### src/rtl/mult_arbiter_if.sv
// Request/operand bus between the equalizer gain stages and the shared
// saturating multiplier.
interface mult_arbiter_if #(
    parameter int NREQ  = 4,
    parameter int Width = 16,
    parameter int IDW   = 2
);
    logic [NREQ-1:0]       req;
    logic [NREQ*Width-1:0] a_bus;
    logic [NREQ*Width-1:0] b_bus;
    logic [Width-1:0]      y;
    logic [NREQ-1:0]       done;
    logic                  sat;
    logic [IDW-1:0]        grant_id;
    logic                  busy;

    modport master (
        output req, a_bus, b_bus,
        input  y, done, sat, grant_id, busy
    );

    modport slave (
        input  req, a_bus, b_bus,
        output y, done, sat, grant_id, busy
    );
endinterface

### src/rtl/mult_arbiter.sv
// Round-robin arbiter time-sharing one saturating signed Q(Width-f).f
// multiplier among NREQ requesters; one operation every three cycles.
module mult_arbiter #(
    parameter int NREQ  = 4,
    parameter int Width = 16,
    parameter int f     = 10,
    parameter int IDW   = 2
) (
    input logic           clk,
    input logic           reset,
    mult_arbiter_if.slave bus
);
    typedef enum logic [1:0] {
        IDLE,
        MUL,
        RESP
    } state_e;

    localparam int PW = 2 * Width;
    localparam logic signed [PW-1:0] RMAX =
        {{(Width + 1){1'b0}}, {(Width - 1){1'b1}}};
    localparam logic signed [PW-1:0] RMIN =
        {{(Width + 1){1'b1}}, {(Width - 1){1'b0}}};
    localparam logic [Width-1:0] YMAX = {1'b0, {(Width - 1){1'b1}}};
    localparam logic [Width-1:0] YMIN = {1'b1, {(Width - 1){1'b0}}};

    state_e                  state_q, state_d;
    logic [IDW-1:0]          last_q, last_d;
    logic [IDW-1:0]          gid_q, gid_d;
    logic signed [Width-1:0] a_q, a_d;
    logic signed [Width-1:0] b_q, b_d;
    logic [Width-1:0]        y_q, y_d;
    logic                    sat_q, sat_d;

    logic                    found;
    logic [IDW-1:0]          win;
    logic [IDW-1:0]          idx;
    logic signed [Width-1:0] a_sel;
    logic signed [Width-1:0] b_sel;
    logic signed [PW-1:0]    prod;
    logic signed [PW-1:0]    res;

    // Scan starts just past the last winner so it gets lowest priority.
    always_comb begin
        found = 1'b0;
        win   = '0;
        idx   = '0;
        for (int i = 1; i <= NREQ; i++) begin
            idx = IDW'((int'(last_q) + i) % NREQ);
            if (!found && bus.req[idx]) begin
                found = 1'b1;
                win   = idx;
            end
        end
    end

    always_comb begin
        a_sel = '0;
        b_sel = '0;
        for (int j = 0; j < NREQ; j++) begin
            if (win == IDW'(j)) begin
                a_sel = bus.a_bus[j*Width +: Width];
                b_sel = bus.b_bus[j*Width +: Width];
            end
        end
    end

    assign prod = PW'(a_q) * PW'(b_q);
    // Arithmetic shift truncates toward minus infinity.
    assign res  = prod >>> f;

    always_comb begin
        state_d = state_q;
        last_d  = last_q;
        gid_d   = gid_q;
        a_d     = a_q;
        b_d     = b_q;
        y_d     = y_q;
        sat_d   = sat_q;
        unique case (state_q)
            IDLE: begin
                if (found) begin
                    state_d = MUL;
                    last_d  = win;
                    gid_d   = win;
                    a_d     = a_sel;
                    b_d     = b_sel;
                end
            end
            MUL: begin
                state_d = RESP;
                if (res > RMAX) begin
                    y_d   = YMAX;
                    sat_d = 1'b1;
                end else if (res < RMIN) begin
                    y_d   = YMIN;
                    sat_d = 1'b1;
                end else begin
                    y_d   = res[Width-1:0];
                    sat_d = 1'b0;
                end
            end
            RESP: state_d = IDLE;
            default: state_d = IDLE;
        endcase
    end

    always_ff @(posedge clk or posedge reset) begin
        if (reset) begin
            state_q <= IDLE;
            last_q  <= IDW'(NREQ - 1);
            gid_q   <= '0;
            a_q     <= '0;
            b_q     <= '0;
            y_q     <= '0;
            sat_q   <= 1'b0;
        end else begin
            state_q <= state_d;
            last_q  <= last_d;
            gid_q   <= gid_d;
            a_q     <= a_d;
            b_q     <= b_d;
            y_q     <= y_d;
            sat_q   <= sat_d;
        end
    end

    assign bus.y        = y_q;
    assign bus.sat      = sat_q && (state_q == RESP);
    assign bus.grant_id = gid_q;
    assign bus.busy     = (state_q != IDLE);
    assign bus.done     = (state_q == RESP) ? (NREQ'(1) << gid_q) : '0;
endmodule

### src/flat_wrapper.sv
// flat-port wrapper written by rule: the top's interface ports become plain ports
module mult_arbiter_flat 
#(
    parameter int NREQ  = 4,
    parameter int Width = 16,
    parameter int f     = 10,
    parameter int IDW   = 2
)
  (clk, reset, bus_req, bus_a_bus, bus_b_bus, bus_y, bus_done, bus_sat, bus_grant_id, bus_busy);
  mult_arbiter_if #(.NREQ(NREQ), .Width(Width), .IDW(IDW)) bus_i ();
  input logic clk;
  input logic reset;
  input wire logic [$bits(bus_i.req)-1:0] bus_req;
  input wire logic [$bits(bus_i.a_bus)-1:0] bus_a_bus;
  input wire logic [$bits(bus_i.b_bus)-1:0] bus_b_bus;
  output wire logic [$bits(bus_i.y)-1:0] bus_y;
  output wire logic [$bits(bus_i.done)-1:0] bus_done;
  output wire logic [$bits(bus_i.sat)-1:0] bus_sat;
  output wire logic [$bits(bus_i.grant_id)-1:0] bus_grant_id;
  output wire logic [$bits(bus_i.busy)-1:0] bus_busy;
  assign bus_i.req = bus_req;
  assign bus_i.a_bus = bus_a_bus;
  assign bus_i.b_bus = bus_b_bus;
  assign bus_y = bus_i.y;
  assign bus_done = bus_i.done;
  assign bus_sat = bus_i.sat;
  assign bus_grant_id = bus_i.grant_id;
  assign bus_busy = bus_i.busy;
  mult_arbiter #(.NREQ(NREQ), .Width(Width), .f(f), .IDW(IDW)) u_core (.clk(clk), .reset(reset), .bus(bus_i));
endmodule
### config.mk
export PLATFORM = sky130hd
export DESIGN_NAME = mult_arbiter_flat
export DESIGN_NICKNAME = d
export VERILOG_FILES = /design/src/rtl/mult_arbiter_if.sv /design/src/rtl/mult_arbiter.sv /design/src/flat_wrapper.sv
export SDC_FILE = /design/constraint.sdc
export NUM_CORES = 1
export LEC_CHECK = 0
export BUFFER_PORTS_ARGS = -buffer_cell sky130_fd_sc_hd__buf_2
export CAP_MARGIN = 30
export CORE_ASPECT_RATIO = 0.9
export CORE_MARGIN = 4
export CORE_UTILIZATION = 62
export CTS_BUF_LIST = sky130_fd_sc_hd__clkbuf_4
export CTS_CLUSTER_DIAMETER = 150
export DETAILED_ROUTE_END_ITERATION = 10
export PLACE_DENSITY = 0.84
export SETUP_SLACK_MARGIN = 0.1
export SYNTH_ARGS = -nofsm -noshare
export SYNTH_HDL_FRONTEND = slang
export SYNTH_SLANG_ARGS = --single-unit
### constraint.sdc
create_clock -name clk -period 9.1 [get_ports clk]
set_clock_uncertainty 0.2 [all_clocks]
set_input_delay 0.91 -clock clk [delete_from_list [all_inputs] [get_ports clk]]
set_output_delay 0.91 -clock clk [all_outputs]
set_load 0.05 [all_outputs]
== After elaboration in Yosys (flattened, before gate mapping) ==
Cells that the tools add are included.
Word-level totals
  flip-flop bits (word level): 55
  output and inout port bits: 24
  logic and storage cells: 67
Cells by class
  multiply operators: 1
  $add $sub $neg: 4
  order comparisons: 6
  eq/ne operators: 6
  shift-type cells: 1
  multiplexer cells: 31
  reduce and logical (&&, ||, !) cells: 11
Operators with widths (count)
  16-bit two-way mux: 10
  16-bit by 16-bit multiplier with 32-bit output: 1
  22-bit by 16-bit greater-than comparator with 1-bit output (second input constant): 1
  22-bit by 16-bit less-than comparator with 1-bit output (second input constant): 1
  2-bit by 3-bit less-than comparator with 1-bit output (second input constant): 4
  1-bit two-way mux: 10
  2-bit two-way mux: 5
  1-bit binary-select mux with 2-bit select: 4
  2-bit equality test (second input constant): 3
  2-bit by 1-bit adder with 2-bit output (second input constant): 2
  2-bit adder (second input constant): 2
  2-bit by 1-bit equality test with 1-bit output (second input constant): 2
  1-bit logical AND: 4
  2-bit logical NOT: 2
  4-bit two-way mux: 1
  2-bit case mux with 2 select lines: 1
  1-bit by 2-bit << shifter with 4-bit output (first input constant): 1
  1-bit logical NOT: 3
  2-bit by 1-bit inequality test with 1-bit output (second input constant): 1
  2-bit AND reduction: 1
  2-bit nonzero test: 1

== Logic depth before layout (Yosys ltp) ==
Gate-level depths: netlist of run 1.
  depth after elaboration: 18
  mapped depth: 27

== Worst setup path before layout of run 1 ==
No wires, ideal clock.
  path kind: flip-flop to flip-flop
  from: register u_core.b_q[1]
  to: register u_core.y_q[11] (netlist: u_core.bus.y[11])
  arrival: 6.701 ns
  setup time: 0.123 ns
  stages on the path, launching flop included: 25
  clock period less this slack: 7.024 ns
  path slack: 2.076 ns
  path buffers: 3
  cell sequence: dfrtp_1 > clkbuf_1 > nand2_1 > inv_1 > fa_1 > fa_1 > inv_1 > fa_1 > fa_1 > inv_1 > fa_1 > fa_1 > ha_1 > clkbuf_1 > nand2_1 > o21ai_0 > a31o_2 > a21oi_1 > o211ai_1 > o211ai_1 > xnor2_1 > a41o_1 > or3b_1 > buf_2 > o221a_2
Between the ends
  word-level cells in the longest chain between the ends: 4
  elaborated cells on any way between the ends: 5
Ends and longest elaborated chain
  start, declared: RTL line mult_arbiter.sv:31  | logic signed [Width-1:0] b_q, b_d;
  start signal, assigned: RTL line mult_arbiter.sv:114  | b_q <= '0;
  start signal, assigned: RTL line mult_arbiter.sv:122  | b_q <= b_d;
  16-bit by 16-bit multiplier with 32-bit output (*): RTL line mult_arbiter.sv:68  | assign prod = PW'(a_q) * PW'(b_q);
  22-bit by 16-bit less-than comparator with 1-bit output: RTL line mult_arbiter.sv:95  | end else if (res < RMIN) begin
  16-bit two-way mux: RTL line mult_arbiter.sv:95
  16-bit two-way mux (*): RTL line mult_arbiter.sv:92  | if (res > RMAX) begin
  end signal, assigned: RTL line mult_arbiter.sv:123  | y_q <= y_d;
  end, declared: RTL line mult_arbiter.sv:32  | logic [Width-1:0] y_q, y_d;
Every way passes the cells marked *; elsewhere a longest branch is shown, timed or not.
A chain may end at the register's enable or synchronous reset.

== Final worst setup path of run 1 ==
  from: register u_core.a_q[15]
  to: register u_core.y_q[9] (netlist: u_core.bus.y[9])
Between the ends
  word-level cells in the longest chain between the ends: 4
  elaborated cells on any way between the ends: 5
Ends and longest elaborated chain
  start, declared: RTL line mult_arbiter.sv:30  | logic signed [Width-1:0] a_q, a_d;
  start signal, assigned: RTL line mult_arbiter.sv:113  | a_q <= '0;
  start signal, assigned: RTL line mult_arbiter.sv:121  | a_q <= a_d;
  16-bit by 16-bit multiplier with 32-bit output (*): RTL line mult_arbiter.sv:68
  22-bit by 16-bit less-than comparator with 1-bit output: RTL line mult_arbiter.sv:95
  16-bit two-way mux: RTL line mult_arbiter.sv:95
  16-bit two-way mux (*): RTL line mult_arbiter.sv:92
Marks and branches as above.

==> impl_metrics.tcl, run 1 <==
set metrics [dict create \
    wl_per_cell_microns 17.68 \
    wirelength_microns 33860 \
    die_area_sq_mm 0.02329 \
    hpwl_microns 28240 \
    worstPathRequired_ns 9.24 \
    nFillCells 1590 \
    fin_crit_ns 7.732 \
    vias 10682 \
    dr.pass1.iters 5 \
    dpl_cell_area_sq_mm 0.01392 \
    syn_nets 2008 \
    start_kind "register" \
    chipHeight_microns 145.2 \
    core-area_sq_mm 0.02029 \
    grt_pass1_vias 11437 \
    yosysSeqAreaShare 0.1064 \
    setup_viol 0 \
    io_buffers 157 \
    worstPathMaxFanout 17 \
    fin_hold_ws_ns 0.3505 \
    multiInputGateArea_sq_mm 0.01019 \
    fmax_mhz 129.3 \
    nets 2107 \
    cp_slowest_stage_delay_ns 0.85 \
    post_cts_buffers 0 \
    avgSynthCellArea_sq_um 8.451 \
    post-route-cell-area_sq_mm 0.01398 \
    min_path_type "register to register" \
    cts_tree "built" \
    htree_levels 2 \
    area_growth_pct 7.857 \
    crit_buf_inv 3 \
    drc_errors 0 \
    track_usage 0.3014 \
    clock-sinks 55 \
    final_antenna_net_count 0 \
    antenna_found_initial 1 \
    initial_utilization 0.6388 \
    path_cells "nand2_1 -> inv_1 -> fa_1 -> fa_1 -> fa_1 -> fa_1 -> fa_1 -> inv_1 -> fa_1 -> inv_1 -> ha_1 -> nand2_1 -> nor2_1 -> nand3_1 -> a2111oi_0 -> o22ai_1 -> xor2_1 -> nor3_1 -> a41o_1 -> or3b_1 -> o221a_2" \
    max_slew_margin 0.5044 \
    layout_common_cells "inv_1, fa_1, nand2_1" \
    ys_ff_latch 55 \
    worstMarginPinSlew_ns 0.7434 \
    cts_buffers 5 \
    die_w_microns 160.4 \
    cts_root_buffer "clkbuf_4" \
    ios 158 \
    final_common_cell "inv_1" \
    hold_viol 0 \
    slew_viol_final 0 \
    fin_ws_ns 1.368 \
    endpoint_kind "register" \
    syn_inst 1534 \
    avgViaCountPerCell 5.578 \
    drive_gt1_frac 0.1181 \
    grt_max_degree 63 \
    yosysUniqueCellTypes 56 \
    placementRows 49 \
    grt-ovfl-total 0 \
    clk_pin_slew_ns 0.18 \
    ys_warn_count 0 \
    place_worst_setup_slack_ns 1.486 \
    cpLargestDelayFamily "adder cells" \
    synth.cell_area_sq_mm 0.01296 \
    setup_tns_ns 0 \
    seqCellArea_sq_mm 0.001379 \
    rsz0062_at_grt "false" \
    hold_buffers 0 \
    clk_latency_ns 0.43 \
    grt_pass1_wl_microns 56090 \
    status "finished, final reports clean" \
    crit_arrival_ns 7.88 \
    critPathKind "register to register" \
    critPathSlowestCell "fa_1" \
    maxCapViolCount 0 \
    crit_top_cell "fa_1" \
    clk_path_buf_depth 2 \
    drt_iter0_drc 968 \
    globalplace.congestion 0.9137 \
    finalCritPeriodShare 0.8497 \
    cts_resized 0 \
]
[metal layers]
layer / wire length [microns] / GRT usage
met1: 12500 / 0.3829
met2: 17070 / 0.5122
met3: 2776 / 0.05871
met4: 1512 / 0.1187
met5: 0 / 0
[path summary, 6_finish.rpt]
check	from	endpoint	slack, ns	cells past startpoint
max in group asynchronous	reset	u_core.b_q[5]$_DFFE_PP0P_	7.75	3
worst max-delay path	u_core.a_q[15]$_DFFE_PP0P_	u_core.bus.y[9]$_DFFE_PP0N_	1.37	21
min in group asynchronous	reset	u_core.a_q[15]$_DFFE_PP0P_	0.46	3
worst min-delay path	u_core.bus.y[10]$_DFFE_PP0N_	u_core.bus.y[10]$_DFFE_PP0N_	0.35	1
worst min register to register	u_core.bus.y[10]$_DFFE_PP0N_	u_core.bus.y[10]$_DFFE_PP0N_	0.35	1
worst max register to register	u_core.a_q[15]$_DFFE_PP0P_	u_core.bus.y[9]$_DFFE_PP0N_	1.37	21
[kinds of logic after synthesis]
kind of cell    Yosys count  synth area share
compound gates          164           0.08175
buf+inv                 376            0.1095
simple gates            566            0.2007
flops                    55            0.1064
fa+ha+maj               340            0.4793
mux                       1         0.0007722
xor+xnor                 32           0.02162
[metrics by stage]
| stage | cells | utilization |
|---|---|---|
| 2_1_floorplan | 1534 | - |
| 3_3_place_gp | 1904 | 0.6840 |
| 3_5_place_dp | 1906 | 0.6860 |
| 4_1_cts | 1914 | 0.6889 |
| 5_1_grt | 1915 | 0.6890 |
| 6_report | 1915 | 0.6890 |
[sequential cells by signal, indices dropped and copies added, names as in the netlist]
name / flops
u_core.last_q: 2
u_core.sat_q: 1
u_core.state_q: 2
u_core.a_q: 16
u_core.b_q: 16
u_core.bus.grant_id: 2
u_core.bus.y: 16
[synthesized netlist by cell type (all sizes together)]
cell	count	area, sq um
and2	129	809.5
a21o	8	60.06
nand2b	6	45.04
inv	306	1149
a41oi	3	26.28
nor2	125	469.2
o211ai	5	37.54
a31o	1	8.760
o21ba	1	10.01
or2	2	12.51
o221ai	1	8.760
nor4	2	18.77
a221oi	2	35.04
o21a	6	52.55
nand3	45	225.2
clkbuf	65	244.0
a2111oi	2	17.52
xnor2	22	192.7
mux2i	1	10.01
and3	2	12.51
xor2	10	87.58
or3b	1	8.760
o41a	1	11.26
a21oi	28	147.6
nor3	5	25.02
a31oi	1	6.260
nor3b	1	7.510
and2b	2	15.01
nand3b	1	7.510
o31ai	1	7.510
ha	79	988.5
a211oi	2	15.01
buf	5	27.52
o22ai	1	6.260
dfrtp	53	1326
o221a	10	112.6
o22a	5	43.79
o21ai	82	414.2
a41o	2	20.02
nand4	8	50.05
nand2	235	882.1
o21bai	2	18.77
fa	261	5225
nor2b	2	12.51
dfstp	2	52.55
[area by class of cell]
class / count / share of cell area
antenna: 1 / 0.0001790
clock buffer: 5 / 0.002685
clock inverter: 3 / 0.001521
inverter: 306 / 0.08215
multi-input combinational: 1103 / 0.7291
sequential: 55 / 0.09861
tap: 280 / 0.02506
timing repair buffer: 162 / 0.06067
Power of run 1 is left out: the tool's default activity adds up to more than one toggle a clock period on the data nets, which glitch-free logic cannot reach.
==> run 2: changes to the inputs <==
ABC_AREA = 1   (was not set)
CORE_UTILIZATION = 63   (was 62)
PLACE_DENSITY = 0.85   (was 0.84)
clock period = 7.7 ns   (was 9.1 ns; I/O delays follow)
==> run 2 against run 1 <==
  * Worst hold slack worse by 0.053 ns
  * Count of clock-buffer cells in the layout is the same
  * Non-clock buffer count is 8 higher
  * Routed wire length is 4.3% higher
  * Die area is 5.0% higher
  * Worst setup slack got worse by 0.83 ns
  * First-iteration DRC count is 14% lower
  * Design area increased by 5.9%
  * Via count increased by 10%
  * Sequential share of layout area is 0.54 points lower
  * Core utilization decreased by 0.46 points
==> impl_metrics.tcl, run 2 <==
set metrics [dict create \
    yosys.area.top_type "fa_1" \
    placementRows 51 \
    setup_tns_ns 0 \
    cts_tree "built" \
    drt_iter0_drc 836 \
    synth_top_area_frac 0.3768 \
    crit_arrival_ns 7.27 \
    synth_area_leaders "fa_1, nand2_1, inv_1, dfrtp_1, ha_1" \
    nFillCells 1780 \
    fin_ws_ns 0.5363 \
    rsz0062_at_grt "false" \
    r2r_cells 25 \
    vias 11803 \
    post_cts_buffers 0 \
    yosys_most_used_dff "dfrtp_1" \
    die_area_sq_mm 0.02445 \
    reg2reg_slack_ns 0.54 \
    ys_warn_count 0 \
    die_w_microns 164.4 \
    critPathKind "register to register" \
    track_usage 0.3089 \
    rr_startpoint "u_core.b_q[1]$_DFFE_PP0P_" \
    place_worst_setup_slack_ns 0.5648 \
    globalplace.congestion 0.9424 \
    clk_latency_ns 0.45 \
    avgViaCountPerCell 5.209 \
    maxCapViolCount 0 \
    wirelength_microns 35330 \
    synth_most_common_cell "nand2_1" \
    core-area_sq_mm 0.02163 \
    initial_utilization 0.6410 \
    synth_common_cells "nand2_1, inv_1, fa_1" \
    worstPathRequired_ns 7.80 \
    async_flop_share 1.000 \
    dr.pass1.iters 6 \
    ios 158 \
    start_kind "register" \
    clk_path_buf_depth 2 \
    grt_pass1_vias 12505 \
    finalCritPeriodShare 0.9304 \
    syn_inst 1886 \
    grt_pass1_wl_microns 60170 \
    synth_edf_count 0 \
    hpwl_microns 30200 \
    drc_errors 0 \
    io_buffers 157 \
    yosysUniqueCellTypes 39 \
    grt-ovfl-total 0 \
    cts_resized 0 \
    final_antenna_net_count 0 \
    final_common_cell "nand2_1" \
    fmax_mhz 139.6 \
    slew_viol_final 0 \
    htree_levels 2 \
    antenna_cells 0 \
    cts_buffers 5 \
    clk_pin_slew_ns 0.20 \
    setup_viol 0 \
    max_slew_margin 0.4292 \
    antenna_found_initial 0 \
    cts_root_buffer "clkbuf_4" \
    hold_viol 0 \
    timing.rr.end "u_core.bus.y[13]$_DFFE_PP0N_" \
    worstMarginPinSlew_ns 0.8562 \
    layout_common_cells "nand2_1, inv_1, fa_1" \
    synth.cell_area_sq_mm 0.01387 \
    hold_buffers 0 \
    drive_gt1_frac 0.1124 \
    min_path_type "input pin to async pin" \
    syn_nets 2360 \
    wl_per_cell_microns 15.59 \
    nets 2449 \
    clock-sinks 55 \
    endpoint_kind "register" \
    avgSynthCellArea_sq_um 7.352 \
    chipHeight_microns 148.7 \
    area_growth_pct 6.776 \
    yosysSeqAreaShare 0.09944 \
    fin_crit_ns 7.164 \
    status "finished, final reports clean" \
    ys_ff_latch 55 \
    worstPathMaxFanout 16 \
    grt_max_degree 56 \
]
run 2: cell count changes after synthesis, moves of 12 or more:
cell,delta
o21ai_1,+36
nor2_1,-29
buf_2,+12
inv_1,+194
o21ai_2,+12
o21ai_0,-61
and2_1,-128
nand2_1,+331
run 2: worst max-delay path by stage:
stage	from	endpoint	slack, ns
after floorplan	u_core.a_q[15]$_DFFE_PP0P_	u_core.bus.y[0]$_DFFE_PP0N_	1.20
after global placement	u_core.a_q[15]$_DFFE_PP0P_	u_core.bus.y[14]$_DFFE_PP0N_	0.62
after detailed placement	u_core.a_q[15]$_DFFE_PP0P_	u_core.bus.y[14]$_DFFE_PP0N_	0.56
after CTS	u_core.a_q[15]$_DFFE_PP0P_	u_core.bus.y[13]$_DFFE_PP0N_	0.49
after global routing	u_core.b_q[4]$_DFFE_PP0P_	u_core.bus.y[14]$_DFFE_PP0N_	0.12
final	u_core.b_q[1]$_DFFE_PP0P_	u_core.bus.y[13]$_DFFE_PP0N_	0.54
run 2: worst max-delay path, stage by stage (launching register included):
cell and delay, ns:
dfrtp_1 0.79, nand2_1 0.20, inv_1 0.16, fa_1 0.56, fa_1 0.59, buf_4 0.17
inv_1 0.13, fa_1 0.51, fa_1 0.57, fa_1 0.44, fa_1 0.49, inv_1 0.05
ha_1 0.37, nand2_1 0.10, nor2_1 0.24, nand2_1 0.12, nor4_1 0.18, nand2_1 0.14
nand2_1 0.08, nand2_1 0.05, nand2_1 0.07, nand3_1 0.08, nor2_1 0.15, nor2_2 0.06
nor2_4 0.38, a21oi_1 0.13
run 2: area by class of cell:
cell class,instances,area [sq um],area share
Multi-Input combinational cell,1241,10190,0.6885
Inverter,502,1889,0.1276
Clock buffer,5,37.54,0.002535
Sequential cell,55,1380,0.09321
Clock inverter,2,37.54,0.002535
Tap cell,291,364.1,0.02459
Timing Repair Buffer,170,903.4,0.06102
run 2: cell families (layout without fill, tap and decap cells):
kind of cell / after synthesis / after routing / share of synthesized area
AO/OA/AOI/OAI: 119 / 119 / 0.05071
AND/OR/NAND/NOR: 754 / 754 / 0.2181
buffers and inverters: 590 / 679 / 0.1654
adder cells (fa/ha/maj): 340 / 340 / 0.4481
flip-flops: 55 / 55 / 0.09944
XOR/XNOR: 28 / 28 / 0.01823
run 2: routing by layer:
layer | global-route usage | share of wire | up-vias
met2 | 0.5220 | 0.49 | 451
li1 | - | - | 5558
met3 | 0.04615 | 0.070 | 86
met1 | 0.4142 | 0.40 | 5708
met4 | 0.1002 | 0.036 | 0
met5 | 0 | 0 | -
run 2: per-stage QoR:
step	utilization	hold slack, ns	std cells	instance area [sq um]
floorplan	-	0.2949	1886	13870
global placement	0.6796	0.2756	2258	14700
detailed placement	0.6809	0.2672	2259	14730
CTS	0.6844	0.3036	2266	14800
global route	0.6844	0.3474	2266	14810
finish	0.6844	0.2973	2266	14810
Power of run 2 is left out for the same reason.
